===== config.mk =====
export PLATFORM = sky130hd
export DESIGN_NAME = my_uart_rx
export DESIGN_NICKNAME = d
export VERILOG_FILES = /design/src/rtl/uart_pkg.sv /design/src/rtl/uart_rx_sync.sv /design/src/rtl/my_uart_rx.sv
export SDC_FILE = /design/constraint.sdc
export NUM_CORES = 1
export LEC_CHECK = 0
export BUFFER_PORTS_ARGS = -buffer_cell sky130_fd_sc_hd__buf_2
export CORE_AREA = 8 8 69 71
export DETAILED_ROUTE_END_ITERATION = 6
export DIE_AREA = 0 0 77 79
export GPL_TIMING_DRIVEN = 0
export PLACE_DENSITY = 0.61
export SYNTH_ARGS = -nofsm -noshare
export SYNTH_HDL_FRONTEND = slang
export SYNTH_SLANG_ARGS = --single-unit
export TNS_END_PERCENT = 1

===== constraint.sdc =====
create_clock -name clk -period 1.68 [get_ports clk]
set_input_delay 0.168 -clock clk [delete_from_list [all_inputs] [get_ports clk]]
set_output_delay 0.168 -clock clk [all_outputs]
set_load 0.01 [all_outputs]

===== src/rtl/uart_pkg.sv =====
// Shared UART definitions: receiver state encoding and frame geometry,
// common to the receiver and transmitter.
package uart_pkg;

  typedef enum logic [2:0] {
    IDLE,
    START,
    DATA,
    STOP,
    WAIT_IDLE
  } rx_state_e;

  localparam int DATA_BITS = 8;
  // Frame bit positions: start = 0, data = 1..DATA_BITS, stop follows.
  localparam int STOP_BIT_IDX = DATA_BITS + 1;
  localparam logic [2:0] LAST_DATA_IDX = 3'(DATA_BITS - 1);

endpackage


===== src/rtl/uart_rx_sync.sv =====
// Metastability synchroniser for the asynchronous serial line plus a
// one-clock falling-edge detector on the synchronised value.
module uart_rx_sync #(
  parameter int SYNC_STAGES = 2
) (
  input  logic clk,
  input  logic rst_n,
  input  logic rx_async,
  output logic rx_sync,
  output logic rx_fall
);

  logic [SYNC_STAGES-1:0] stages;
  logic                   rx_prev;

  // Stages reset to 1 so a released reset never looks like a start edge.
  always_ff @(posedge clk or negedge rst_n) begin
    if (!rst_n) begin
      stages  <= '1;
      rx_prev <= 1'b1;
    end else begin
      stages  <= {stages[SYNC_STAGES-2:0], rx_async};
      rx_prev <= stages[SYNC_STAGES-1];
    end
  end

  assign rx_sync = stages[SYNC_STAGES-1];
  assign rx_fall = rx_prev & ~rx_sync;

endmodule


===== src/rtl/my_uart_rx.sv =====
// RS232 byte receiver: samples the line on baud-generator mid-bit pulses,
// reports good bytes via rx_done and bad stop bits via frame_err.
module my_uart_rx
  import uart_pkg::*;
#(
  parameter int SYNC_STAGES = 2
) (
  input  logic       clk,
  input  logic       rst_n,
  input  logic       uart_rx,
  input  logic       clk_bps,
  output logic       bps_start,
  output logic [7:0] rx_data,
  output logic       rx_int,
  output logic       rx_done,
  output logic       frame_err
);

  rx_state_e              state, state_nx;
  logic [2:0]             bit_cnt, bit_cnt_nx;
  logic [DATA_BITS-1:0]   shift, shift_nx;
  logic [7:0]             rx_data_nx;
  logic                   busy, busy_nx;
  logic                   done_nx, ferr_nx;
  logic                   rx_line, rx_fall;

  uart_rx_sync #(
    .SYNC_STAGES(SYNC_STAGES)
  ) u_sync (
    .clk     (clk),
    .rst_n   (rst_n),
    .rx_async(uart_rx),
    .rx_sync (rx_line),
    .rx_fall (rx_fall)
  );

  always_ff @(posedge clk or negedge rst_n) begin
    if (!rst_n) begin
      state     <= IDLE;
      bit_cnt   <= '0;
      shift     <= '0;
      rx_data   <= 8'h00;
      busy      <= 1'b0;
      rx_done   <= 1'b0;
      frame_err <= 1'b0;
    end else begin
      state     <= state_nx;
      bit_cnt   <= bit_cnt_nx;
      shift     <= shift_nx;
      rx_data   <= rx_data_nx;
      busy      <= busy_nx;
      rx_done   <= done_nx;
      frame_err <= ferr_nx;
    end
  end

  always_comb begin
    state_nx   = state;
    bit_cnt_nx = bit_cnt;
    shift_nx   = shift;
    rx_data_nx = rx_data;
    busy_nx    = busy;
    done_nx    = 1'b0;
    ferr_nx    = 1'b0;

    case (state)
      IDLE: begin
        if (rx_fall) begin
          state_nx = START;
          busy_nx  = 1'b1;
        end
      end
      // A line already high again at mid start bit was only a glitch.
      START: begin
        if (clk_bps) begin
          if (!rx_line) begin
            state_nx   = DATA;
            bit_cnt_nx = '0;
          end else begin
            state_nx = IDLE;
            busy_nx  = 1'b0;
          end
        end
      end
      DATA: begin
        if (clk_bps) begin
          shift_nx[bit_cnt] = rx_line;
          if (bit_cnt == LAST_DATA_IDX) begin
            state_nx   = STOP;
            bit_cnt_nx = '0;
          end else begin
            bit_cnt_nx = bit_cnt + 3'd1;
          end
        end
      end
      STOP: begin
        if (clk_bps) begin
          busy_nx = 1'b0;
          if (rx_line) begin
            rx_data_nx = shift;
            done_nx    = 1'b1;
            state_nx   = IDLE;
          end else begin
            ferr_nx  = 1'b1;
            state_nx = WAIT_IDLE;
          end
        end
      end
      // A stuck-low line must return high before a new frame can start.
      WAIT_IDLE: begin
        if (rx_line) begin
          state_nx = IDLE;
        end
      end
      default: begin
        state_nx = IDLE;
        busy_nx  = 1'b0;
      end
    endcase
  end

  assign bps_start = busy;
  assign rx_int    = busy;

endmodule


# Yosys cells after proc, flatten, opt, wreduce, memory -nomap -nowiden
# Index checks and enable logic that the tools add are counted.
dict set report word_totals {
  out_inout_bits 12
  register_bits 28
  in_bits 4
}
dict set report op_classes {
  eq_ne 13
  bitwise 3
  n_addsub 1
  reduce_logical 9
  mux 28
  n_lt_le_gt_ge 2
}
# operator n
set ops {}
lappend ops {{3-bit 2-to-1 mux} 11}
lappend ops {{3-bit case mux with 5 select lines} 1}
lappend ops {{2-bit inequality test, second input constant} 6}
lappend ops {{1-bit 2-to-1 mux} 11}
lappend ops {{8-bit bitwise mux} 1}
lappend ops {{3-bit by 2-bit equality test with 1-bit output, second input constant} 2}
lappend ops {{3-bit equality test, second input constant} 2}
lappend ops {{3-bit case mux with 2 select lines} 1}
lappend ops {{6-bit AND reduction} 1}
lappend ops {{5-bit AND reduction} 1}
lappend ops {{3-bit by 4-bit less-than comparator with 1-bit output, second input constant} 1}
lappend ops {{2-bit by 1-bit inequality test with 1-bit output, second input constant} 2}
lappend ops {{1-bit case mux with 4 select lines} 1}
lappend ops {{4-bit AND reduction} 1}
lappend ops {{3-bit by 1-bit adder with 3-bit output, second input constant} 1}
lappend ops {{1-bit demux with 3-bit select} 1}
lappend ops {{3-bit by 1-bit equality test with 1-bit output, second input constant} 1}
lappend ops {{3-bit by 1-bit >= comparator with 1-bit output, second input constant} 1}
lappend ops {{3-bit logical NOT} 1}
lappend ops {{3-bit AND reduction} 1}
lappend ops {{2-bit 2-to-1 mux} 1}
lappend ops {{1-bit NOT} 2}
lappend ops {{2-bit AND reduction} 1}
lappend ops {{2-bit nonzero test} 1}
lappend ops {{3 further kinds} 3}

# Longest topological paths before layout
dict set report depth {
  ltp_word 5
  ltp_mapped 5
}

# Cells and area by module
# A second synthesis with hierarchy kept.
dict set report hier_totals {
  cells_unflattened 104
  area_unflattened_um2 1355.0
}
# mod area_per_inst_um2 seq_area_each_um2 cells_per_inst instances
set modules_own_cells {}
lappend modules_own_cells {my_uart_rx 1262.5 625.6 100 1}
lappend modules_own_cells {uart_rx_sync 92.6 78.8 4 1}

# Worst setup path before layout
# Ideal clock, no wire load.
dict set report synth_path {
  path_kind {reg2reg}
  startpoint {register state[0]}
  endpoint {register shift[2]}
  setup_time_ns 0.125
  setup_slack_ns 0.239
  stages_incl_launch_ff 5
  path_buffers 1
  t_arrival_ns 1.316
  path_cell_list {dfrtp_1 > and4bb_1 > buf_6 > and4bb_1 > mux2_4}
}
dict set report synth_via {
  elab_chain_cells 2
}
# item line_no
set synth_lines {}
lappend synth_lines {{from (decl)} my_uart_rx.sv:19} ;# rx_state_e state, state_nx;
lappend synth_lines {{from (signal assigned)} my_uart_rx.sv:47} ;# state <= state_nx;
lappend synth_lines {{3-bit by 2-bit equality test with 1-bit output} my_uart_rx.sv:66} ;# case (state)
lappend synth_lines {{2-bit AND reduction (no line)} -}
lappend synth_lines {{to (signal assigned)} my_uart_rx.sv:49} ;# shift <= shift_nx;
lappend synth_lines {{to (decl)} my_uart_rx.sv:21} ;# logic [DATA_BITS-1:0] shift, shift_nx;
# Every way passes these cells.
# A chain may end at the register's enable or synchronous reset.

# Worst setup path in the final report
# Ends and elaborated chain as after synthesis.

==> results.yml <==
synth:
  synth_area_mm2: 0.00125
  synth.avg_cell_area_um2: 14.2
  syn_nets: 94
  async_reset_ff_frac: 1.00
  synth_most_common_cell: "dfrtp_1"
  netlist_instances: 88
  synth_common_cells: "dfrtp_1, mux2_4, mux2_1"
  yosysUniqueCellTypes: 27
  ys_top_cells_by_area: "dfrtp_1, mux2_4, dfstp_2"
  synthFlopType: "dfrtp_1"
  synth_top_area_frac: 0.502
  synth_top_area_cell: "dfrtp_1"
  ys_seq_area_frac: 0.565
  ys_ff_latch: 28
  synth_warnings: 0
  synth_enable_flop_cells: 0
worst_hold_path:
  hold_start: "clk_bps"
  hold-path-cell-count: 3
  hold_class: "input pin to flip-flop"
  whs_endpoint: "frame_err"
floorplanning:
  die_y_um: 79
  die-width_um: 77
  core.rowCount: 23
  core_mm2: 0.00380
  die_area_mm2: 0.00608
  io_pins: 16
  initial_utilization: 0.328
clock_network:
  cts_made_buffers: 3
  post_cts_buffers: 0
  cts_sinks: 28
  cts.repair.resized: 0
  worstSkewPairLatency_ps: 270
  clockBufferDepth: 2
  clk_pin_slew_ps: 100
  ctsRootBufferMaster: "clkbuf_8"
  htreeDepth: 1
  cts_tree: "done"
sta:
  whs_ps: 240
  clock_skew_ps: 6.61
  clock.fmax_mhz: 650
  final.min_clock_period_ps: 1540
  rsz0062_at_grt: "false"
  setup_violations: 0
  fin_tns_setup_ps: 0
  slew_headroom: 0.599
  tightest_slew_ps: 602
  hold_violations: 0
  maxSlewViolCount: 0
  period_share: 0.916
routing:
  num_vias: 746
  dr.pass1.iters: 3
  wl_um: 2100
  drt-vias-per-instance: 4.69
  drt_iter0_drc: 23
  avgRoutedWirePerCell_um: 13.2
  ant_nets: 0
  drc_errors: 0
worst_setup_path:
  r2r_slack_ps: 140
  path_common_cell: "and4bb_1"
  r2r-start: "state[0]"
  critPathRequiredTime_ps: 1850
  critPathLaunch: "state[0]"
  path_class: "flip-flop to flip-flop"
  cpMaxStageDelayCell: "dfrtp_1"
  crit_chain: "and4bb_1 -> buf_6 -> and4bb_1 -> mux2_4"
  end_kind: "flip-flop"
  r2r_cells: 4
  cp.arrival_ps: 1710
  slowest_delay_ps: 450
  crit_fanout: 10
  timing.rr.end: "shift[2]"
  cp-start-kind: "flip-flop"
power:
  ir_worst_vdd_mv: 0.397
  p_leak_nw: 0.764
  power_density_mw_per_mm2: 1420
finish:
  fin_nets: 116
  drive_gt1_frac: 0.385
  finish.utilization: 0.389
  syn_to_final_growth_pct: 18.4
  antenna_cells: 0
job:
  drv_cap: 0
global_route:
  grt_usage: 0.0754
  grt_max_degree: 29
  overflow: 0
  antenna_found_initial: 0
  grt_pass1_wl_um: 3820
  grt_pass1_vias: 806
place:
  place_congestion: 0.793
  io_buffer_count: 15
status:
  status: "completed"
[kinds of logic (layout without fill, tap and decap cells)]
kind of cell	count (synthesis)	after routing	synth area share
flops	28	28	0.565
fa+ha+maj	2	2	0.0201
buf+inv	9	30	0.0502
mux	17	17	0.180
simple gates	24	24	0.131
compound gates	8	8	0.0542
[layout by cell type (no fill, tap or decap), drive strengths merged]
cell,count
nand2,2
or2,1
a22o,3
nor3b,2
o311a,1
a21oi,1
nand3b,1
nand4b,4
and4bb,3
nand3,1
o211ai,1
bufinv,1
nand4,2
a2bb2oi,1
clkbuf,3
mux2,16
mux2i,1
and3,1
o21ai,1
inv,3
ha,2
buf,21
nor2,6
dlygate4sd3,2
dfrtp,25
dfstp,3
and2b,1
[area by class of cell]
type	instances	area [um^2]
multi-input cells	51	480
plain buffers	6	51.3
clock buffers	3	41.3
clock inverters	1	30.0
repair buffers	17	95.1
inverters	3	11.3
fillers	374	2320
flip-flops and latches	28	704
well taps	50	62.6
[metal layers]
metal	up-vias	track usage	share of wire	wire [um]
li1	356	-	-	-
met1	374	0.0874	0.46	961
met2	12	0.127	0.49	1030
met3	4	0.0147	0.030	64
met4	0	0.0453	0.024	51
met5	-	0	0	0
[timing repair]
action,in CTS,in global routing
hold buffers,2,0
setup endpoints to repair,0,0
hold endpoints to repair,26,0
[state kept, by name, summed over array words and instances, names as in the netlist]
signal and cells:
frame_err 1, u_sync.rx_prev 1, shift 8, bps_start 1, u_sync.stages 2, rx_done 1
state 3, rx_data 8, bit_cnt 3
[how the worst max path moves through the flow]
| stage | end | slack, ps | cells after the start |
|---|---|---|---|
| after global placement | shift[2] | 160 | 4 |
| after CTS | shift[2] | 130 | 4 |
| after floorplan | shift[2] | 240 | 4 |
| final | shift[2] | 140 | 4 |
| after global routing | shift[2] | 80 | 4 |
| after detailed placement | shift[2] | 150 | 4 |
[critical path: cells and delay by family (launching register included)]
| family | cells | cell delay, ps |
|---|---|---|
| flip-flops | 1 | 450 |
| AND/OR/NAND/NOR | 2 | 550 |
| buffers and inverters | 1 | 140 |
| multiplexers | 1 | 300 |
[report_power, final]
part	switching (mW)	leakage [nW]	internal [mW]
Sequential	0.123	0.367	0.841
Clock	0.203	0.0357	0.319
Combinational	0.266	0.361	0.340
[stage by stage]
stage	cell area [um^2]	setup slack, ps	power [mW]	std cells
after global routing	1480	84.6	2.23	159
after global placement	1390	160	1.55	153
final	1480	142	2.09	159
after detailed placement	1390	148	1.59	153
after floorplan	1250	239	1.40	88
after CTS	1480	134	2.12	159
Power figures use the tool's default switching activity.
